==> src/rtl/module_fsm_luces_n.sv <==
// ---------------------------------------------------------------------------
// module_fsm_luces_n
//
// N-room apartment light controller with internal timers. A door button lights
// the lobby; selecting exactly one room while the lobby window is open lights
// that room. The next press turns everything off. No external timer needed.
//
// Build option:
//   AUTO_OFF_EN  when defined, a lit room switches itself off after
//                ROOM_CYCLES idle cycles. When undefined the room stays lit
//                until the next press and ROOM_CYCLES only sizes the counter.
//
// Ports:
//   clk_i       in   1        system clock
//   rst_i       in   1        asynchronous active-low reset
//   p_i         in   N_ROOMS  button levels, synchronised and debounced
//   lobby_o     out  1        lobby light
//   room_o      out  N_ROOMS  room lights, one-hot or zero
//   tmr_en_o    out  1        high while the lobby window timer counts
//   room_idx_o  out  IDX_W    index of the selected room, held after exit
//   state_o     out  3        encoded state for debug/LED
// ---------------------------------------------------------------------------
module module_fsm_luces_n #(
  parameter int unsigned N_ROOMS      = 2,
  parameter int unsigned LOBBY_CYCLES = 50_000_000,
  parameter int unsigned ROOM_CYCLES  = 500_000_000,
  localparam int unsigned IDX_W       = (N_ROOMS > 1) ? $clog2(N_ROOMS) : 1
) (
  input  logic               clk_i,
  input  logic               rst_i,
  input  logic [N_ROOMS-1:0] p_i,
  output logic               lobby_o,
  output logic [N_ROOMS-1:0] room_o,
  output logic               tmr_en_o,
  output logic [IDX_W-1:0]   room_idx_o,
  output logic [2:0]         state_o
);

  localparam int unsigned CNT_MAX_CYCLES =
      (LOBBY_CYCLES > ROOM_CYCLES) ? LOBBY_CYCLES : ROOM_CYCLES;
  localparam int unsigned CNT_W = $clog2(CNT_MAX_CYCLES + 1);

  localparam logic [CNT_W-1:0] LOBBY_LAST = CNT_W'(LOBBY_CYCLES - 1);
  localparam logic [CNT_W-1:0] CNT_SAT    = {CNT_W{1'b1}};
`ifdef AUTO_OFF_EN
  localparam logic [CNT_W-1:0] ROOM_LAST  = CNT_W'(ROOM_CYCLES - 1);
`endif

  typedef enum logic [2:0] {
    StIdle  = 3'd0,
    StLobby = 3'd1,
    StWait  = 3'd2,
    StEnter = 3'd3,
    StRoom  = 3'd4,
    StExit  = 3'd5
  } state_e;

  state_e           r_state;
  state_e           w_state_d;
  logic [CNT_W-1:0] r_cnt;
  logic [CNT_W-1:0] w_cnt_d;
  logic [IDX_W-1:0] r_room_idx;
  logic [IDX_W-1:0] w_room_idx_d;

  logic             w_any;
  logic             w_one;
  logic [IDX_W-1:0] w_k;
  logic [CNT_W-1:0] w_cnt_inc;

  // ---------------------------------------------------------------------------
  // Input decode
  // ---------------------------------------------------------------------------
  assign w_any = |p_i;
  // Exactly one bit set: non-zero and clearing the lowest set bit leaves zero.
  assign w_one = w_any && ((p_i & (p_i - 1'b1)) == '0);

  always_comb begin
    w_k = '0;
    for (int i = 0; i < int'(N_ROOMS); i++) begin
      if (p_i[i]) begin
        w_k = IDX_W'(i);
      end
    end
  end

  // Saturating increment so the counter can never wrap.
  assign w_cnt_inc = (r_cnt == CNT_SAT) ? r_cnt : r_cnt + 1'b1;

  // ---------------------------------------------------------------------------
  // State register
  // ---------------------------------------------------------------------------
  always_ff @(posedge clk_i or negedge rst_i) begin
    if (!rst_i) begin
      r_state    <= StIdle;
      r_cnt      <= '0;
      r_room_idx <= '0;
    end else begin
      r_state    <= w_state_d;
      r_cnt      <= w_cnt_d;
      r_room_idx <= w_room_idx_d;
    end
  end

  // ---------------------------------------------------------------------------
  // Next-state logic
  // ---------------------------------------------------------------------------
  always_comb begin
    w_state_d    = r_state;
    w_cnt_d      = r_cnt;
    w_room_idx_d = r_room_idx;

    case (r_state)
      StIdle: begin
        if (w_any) begin
          w_state_d = StLobby;
        end
      end

      StLobby: begin
        if (!w_any) begin
          w_state_d = StWait;
          w_cnt_d   = '0;
        end
      end

      StWait: begin
        w_cnt_d = w_cnt_inc;
        // A single press beats the timeout on the expiry cycle; multi-press is
        // ignored and the window keeps running.
        if (w_one) begin
          w_state_d    = StEnter;
          w_room_idx_d = w_k;
        end else if (r_cnt == LOBBY_LAST) begin
          w_state_d = StIdle;
        end
      end

      StEnter: begin
        // Wait for the selecting press to be released so it cannot double as
        // the exit press.
        if (!w_any) begin
          w_state_d = StRoom;
          w_cnt_d   = '0;
        end
      end

      StRoom: begin
`ifdef AUTO_OFF_EN
        w_cnt_d = w_cnt_inc;
        if (w_any) begin
          w_state_d = StExit;
        end else if (r_cnt == ROOM_LAST) begin
          w_state_d = StIdle;
        end
`else
        if (w_any) begin
          w_state_d = StExit;
        end
`endif
      end

      StExit: begin
        // A held button must be released first so it never re-lights the lobby.
        if (!w_any) begin
          w_state_d = StIdle;
        end
      end

      default: begin
        w_state_d = StIdle;
      end
    endcase
  end

  // ---------------------------------------------------------------------------
  // Moore outputs, decoded from registered state only
  // ---------------------------------------------------------------------------
  always_comb begin
    lobby_o  = 1'b0;
    tmr_en_o = 1'b0;
    room_o   = '0;

    case (r_state)
      StLobby: begin
        lobby_o = 1'b1;
      end
      StWait: begin
        lobby_o  = 1'b1;
        tmr_en_o = 1'b1;
      end
      StEnter, StRoom: begin
        for (int i = 0; i < int'(N_ROOMS); i++) begin
          room_o[i] = (r_room_idx == IDX_W'(i));
        end
      end
      default: begin
        lobby_o  = 1'b0;
        tmr_en_o = 1'b0;
        room_o   = '0;
      end
    endcase
  end

  assign room_idx_o = r_room_idx;
  assign state_o    = r_state;

endmodule

==> config.mk <==
export PLATFORM = sky130hd
export DESIGN_NAME = module_fsm_luces_n
export DESIGN_NICKNAME = d
export VERILOG_FILES = /design/src/rtl/module_fsm_luces_n.sv
export SDC_FILE = /design/constraint.sdc
export NUM_CORES = 1
export LEC_CHECK = 0
export ABC_AREA = 1
export CORE_ASPECT_RATIO = 1.2
export CORE_UTILIZATION = 50
export CTS_BUF_LIST = sky130_fd_sc_hd__clkbuf_4
export CTS_CLUSTER_DIAMETER = 100
export CTS_CLUSTER_SIZE = 20
export DETAILED_ROUTE_END_ITERATION = 10
export PLACE_DENSITY_LB_ADDON = 0.3
export SLEW_MARGIN = 5
export SYNTH_ARGS = -nofsm -noshare
export SYNTH_HDL_FRONTEND = slang
export SYNTH_SLANG_ARGS = --single-unit
==> constraint.sdc <==
create_clock -name clk_i -period 2.2 [get_ports clk_i]
set_input_delay 0.55 -clock clk_i [delete_from_list [all_inputs] [get_ports clk_i]]
set_output_delay 0.55 -clock clk_i [all_outputs]
set_load 0.01 [all_outputs]
After elaboration in Yosys (flattened, before gate mapping):

Index checks and enable logic that the tools add are counted.

* output and inout bits: 8
* input bits: 4
* register bits after elaboration: 33
* word-level logic and storage cells: 48

* muxes and demuxes: 15
* reductions and logical operators: 11
* add/subtract/negate cells: 2
* eq/ne operators: 15
* bitwise logic cells: 2

Operator list (count)
* 2-to-1 mux 29 bit: 2
* case mux 29 bit (2 select lines): 1
* adder 29 x 1 -> 29 bit (second input constant): 1
* equality test 29 x 26 -> 1 bit (second input constant): 1
* equality test 29 bit (second input constant): 1
* 2-to-1 mux 3 bit: 7
* case mux 3 bit (6 select lines): 1
* inequality test 2 bit (second input constant): 7
* OR reduction 2 bit: 4
* equality test 3 x 2 -> 1 bit (second input constant): 2
* equality test 3 bit (second input constant): 2
* AND reduction 6 bit: 1
* equality test 3 x 1 -> 1 bit (second input constant): 1
* logical NOT 3 bit: 1
* 2-to-1 mux 1 bit: 3
* inequality test 3 bit (second input constant): 1
* AND reduction 3 bit: 1
* bitwise AND 2 bit: 1
* logical NOT 2 bit: 1
* 2-to-1 mux 2 bit: 1
* AND reduction 2 bit: 1
* nonzero test 2 bit: 1
* subtractor 2 x 1 -> 2 bit (second input constant): 1
* logical AND 1 bit: 1
* NOT 1 bit: 1

Logic depth before layout (Yosys ltp):

* depth after elaboration: 6
* gate-level depth with buffers: 11
* gate-level depth less buffers: 10

Worst setup path after synthesis:

Ideal clock, no wire load.

* kind: register to register
* from: reg r_cnt[0]
* to: reg r_cnt[27]
* slack: 0.584 ns
* arrival: 1.498 ns
* library setup time: 0.118 ns
* data required time: 2.082 ns
* buffers on the path: 1
* stages on the path, launching flop included: 12
* period minus slack after synthesis: 1.616 ns
* path through: dfrtp_1 -> ha_1 -> inv_1 -> nor2_4 -> nand2_4 -> nor2_4 -> nand3_4 -> nand2_4 -> buf_6 -> inv_1 -> nand3_1 -> nand2_1

* cells in the longest elaborated chain, start to end: 3
* elaborated cells on any way between the ends: 6
* classes of those cells: add/sub: 1; eq/ne: 2; mux: 2; reduce/logical: 1

RTL lines
* start, declared: RTL line 60 `logic [CNT_W-1:0] r_cnt;`
* start signal, assigned: RTL line 99 `r_cnt <= w_cnt_d;`
* adder 29 x 1 -> 29 bit / equality test 29 bit (equally long branches): RTL line 87 `assign w_cnt_inc = (r_cnt == CNT_SAT) ? r_cnt : r_cnt + 1'b1;`
* 2-to-1 mux 29 bit / inequality test 2 bit (equally long branches)
* case mux 29 bit (2 select lines) / AND reduction 3 bit (equally long branches)

Several ways; a longest one is shown, not always the timed one. The select of a mux whose other input is x is not followed.
A chain may end at the register's enable or synchronous reset.

Worst setup path in the final report:

* from: reg r_state[1], in the netlist state_o[1]
* to: out room_o[1]

* cells in the longest elaborated chain, start to end: 3
* elaborated cells on any way between the ends: 4
* classes of those cells: eq/ne: 2; mux: 1; reduce/logical: 1

RTL lines
* start, declared: RTL line 58 `state_e r_state;`
* start signal, assigned: RTL line 94 `r_state <= StIdle;`
* start signal, assigned: RTL line 98 `r_state <= w_state_d;`
* equality test 3 bit / equality test 3 x 2 -> 1 bit (equally long branches): RTL line 183 `case (r_state)`
* OR reduction 2 bit *: RTL line 183
* 2-to-1 mux 2 bit *: RTL line 183
* end, declared: RTL line 33 `output logic [N_ROOMS-1:0] room_o,`

Every way passes the cells marked *; elsewhere a longest branch is shown, timed or not.

==> reports/metrics.yaml <==
worst_setup_path:
  cp.required_ps: 1650
  rr_worst_depth: 10
  startpoint_type: "flip-flop"
  cp_data_arrival_time_ps: 1530
  reg2reg_from: "r_cnt[0]"
  cp-end-kind: "primary output"
  r2r-end: "state_o[1]"
  crit_chain: "inv_2 -> nand2_1 -> o21ai_2 -> inv_1 -> nor2_1 -> dlygate4sd2_1"
  crit_path_max_incr_delay_ps: 400
  r2r_setup_slack_ps: 280
  crit_slowest_cell: "dfrtp_1"
  worstSetupPathType: "flip-flop to primary output"
  cp-startpoint: "state_o[1]"
  crit_fanout: 5
sta:
  worstMarginPinSlew_ps: 433
  finalCritPeriodShare_pct: 94.7
  fin_worst_skew_ps: 6.75
  slew_viol_final: 0
  slew_headroom_pct: 71.1
  fin_setup_tns_ps: 0
  hold_viol_final: 0
  fin_crit_ps: 2080
  setup_viol_count_final: 0
  grt_setup_unrepaired: "no"
  fmax_ghz: 0.480
cts:
  cts_made_buffers: 5
  cts.sinks: 33
  clock_latency_ps: 340
  path_clk_slew_ps: 100
  clock_path_buffers: 2
  htreeDepth: 2
  tritoncts: "built"
  ctsHoldBuffers: 0
  cts_root_buffer: "clkbuf_4"
finish:
  layout.nets: 373
  fin_util_pct: 57.8
  multi_input_area_sq_um: 1360
  mostFrequentLayoutCell: "nand2_1"
  area_growth_pct: 11.8
  diodes: 0
  stdcell_area_sq_um: 2660
  drive_above_1_share_pct: 13.0
  ff_latch_area_sq_um: 826
  final_cell_mix: "nand2_1, nor2_1, inv_1, dfrtp_1, nand3_1"
  fill_cells: 471
hold_path:
  hold_path_startpoint: "r_cnt[27]"
  whs_path_depth: 2
  min_to: "r_cnt[27]"
  hold_path_class: "flip-flop to flip-flop"
global_route:
  grt_use_total_pct: 24.5
  antenna_found_initial: 0
  grt_max_degree: 34
  overflow: 0
  grt_pass1_vias: 2024
  grt_pass1_wl_mm: 9.31
routing:
  viasPerCell: 5.01
  dr.pass1.iters: 4
  drt-wirelength-per-cell_um: 12.5
  postRouteAntennaNets: 0
  dr_total_vias: 2136
  wl_mm: 5.32
  drt_iter0_drc: 87
  drc: 0
outcome:
  status: "finished clean"
synth:
  synth.cell_area_sq_um: 2380
  yosys_warnings: 0
  synth.largest_area_cell: "dfrtp_1"
  synth-seq-cells: 33
  synth_top_area_share_pct: 34.7
  ys_types: 22
  synth.area.top_cells: "dfrtp_1, nand2_1, nor2_1, o21ai_2, inv_1"
  syn_avg_cell_area_sq_um: 6.89
  synth_cells: 345
  seq_area_frac_synth_pct: 34.7
  syn-num-nets: 351
placement:
  placed_area_sq_um: 2590
  hpwl_mm: 4.14
  port_buffers: 11
  gp_congestion: 0.923
pwr:
  power.share.clock_pct: 15.3
  power.density_nw_per_um2: 806
  vdd_drop_max_mv: 0.745
  cell_internal_pwr_w: 0.00122
  switchingPower_w: 0.000919
  p_leak_nw: 1.15
  p_seq_share_pct: 33.7
  power_frac_comb_pct: 51.0
  sw_frac_of_total_pct: 42.9
floorplanning:
  die_w_um: 64.9
  die_h_um: 77.5
  die-area_sq_um: 5040
  start_util_pct: 51.7
  ioPinCount: 12
  num_rows: 27
  coreArea_sq_um: 4590
job:
  cap_viol_max_count: 0
layout make-up:
class                   count  share of cell area [%]
inverters                  36                    5.08
repair buffers             20                    7.91
flip-flops and latches     33                    31.1
clock inverters             3                   0.471
multi-input cells         271                    51.3
clock buffers               5                    1.41
well taps                  58                    2.73
stage by stage:
stage | worst slack (ps) | hold slack (ps) | instances | power (W)
2_1_floorplan | 584 | 254 | 345 | 0.00145
3_3_place_gp | 65.0 | 512 | 416 | 0.00183
3_5_place_dp | 55.6 | 517 | 416 | 0.00184
4_1_cts | 95.2 | 545 | 426 | 0.00218
5_1_grt | 0.880 | 590 | 426 | 0.00231
6_report | 117 | 543 | 426 | 0.00214
routing by layer:
metal  global-route usage, %  vias to the layer above  share of wire (%)
met2                    40.1                       58                 47
li1                        -                     1119                  -
met4                    9.78                        0                2.0
met5                       0                        -                  0
met1                    31.2                      952                 45
met3                    4.85                        7                5.8
cell usage after synthesis, drive strengths merged:
cell type	number
nand2	134
nor3	2
buf	5
o21bai	1
inv	36
xnor2	7
a21oi	1
ha	2
nor2	59
o21ai	28
xor2	9
nand4	2
nand3	25
nand3b	1
dfrtp	33
how the worst max path moves through the flow:
stage	endpoint	slack (ps)	depth (start not counted)
global route	room_o[1]	0.9	6
detailed placement	room_o[1]	60	5
CTS	room_o[1]	100	6
finish	room_o[1]	120	6
floorplan	r_cnt[27]	580	11
global placement	room_o[1]	60	5
state kept, by name (all words and copies together) (netlist names):
name and count:
room_idx_o 1, r_cnt 29, state_o 3
critical path, delay by kind of cell (launching register included):
| family | cells | cell delay, ps |
|---|---|---|
| buffers and inverters | 3 | 460 |
| DFF | 1 | 400 |
| and+or+nand+nor | 2 | 170 |
| AOI/OAI and AO/OA | 1 | 160 |
cell families after synthesis:
group	count (synthesis)	synth area share, %
buffers and inverters	41	8.05
AND/OR/NAND/NOR	223	40.2
adder cells (fa/ha/maj)	2	1.05
AO/OA/AOI/OAI	30	10.1
XOR/XNOR	16	5.89
flip-flops	33	34.7
power groups by stage:
stage,clock network (W),logic (W),registers [W]
6_report,0.000328,0.00109,0.000721
2_1_floorplan,0,0.000696,0.000756
5_1_grt,0.000371,0.00121,0.000733
4_1_cts,0.000346,0.00111,0.000721
3_3_place_gp,0,0.00109,0.000737
3_5_place_dp,0,0.00110,0.000738
what timing repair did:
item                                    CTS  global route
buffers inserted                          2             0
endpoints found under the setup margin    3             0
gates resized for setup                   7             0
Note: power is estimated with default switching activity, not from simulation.
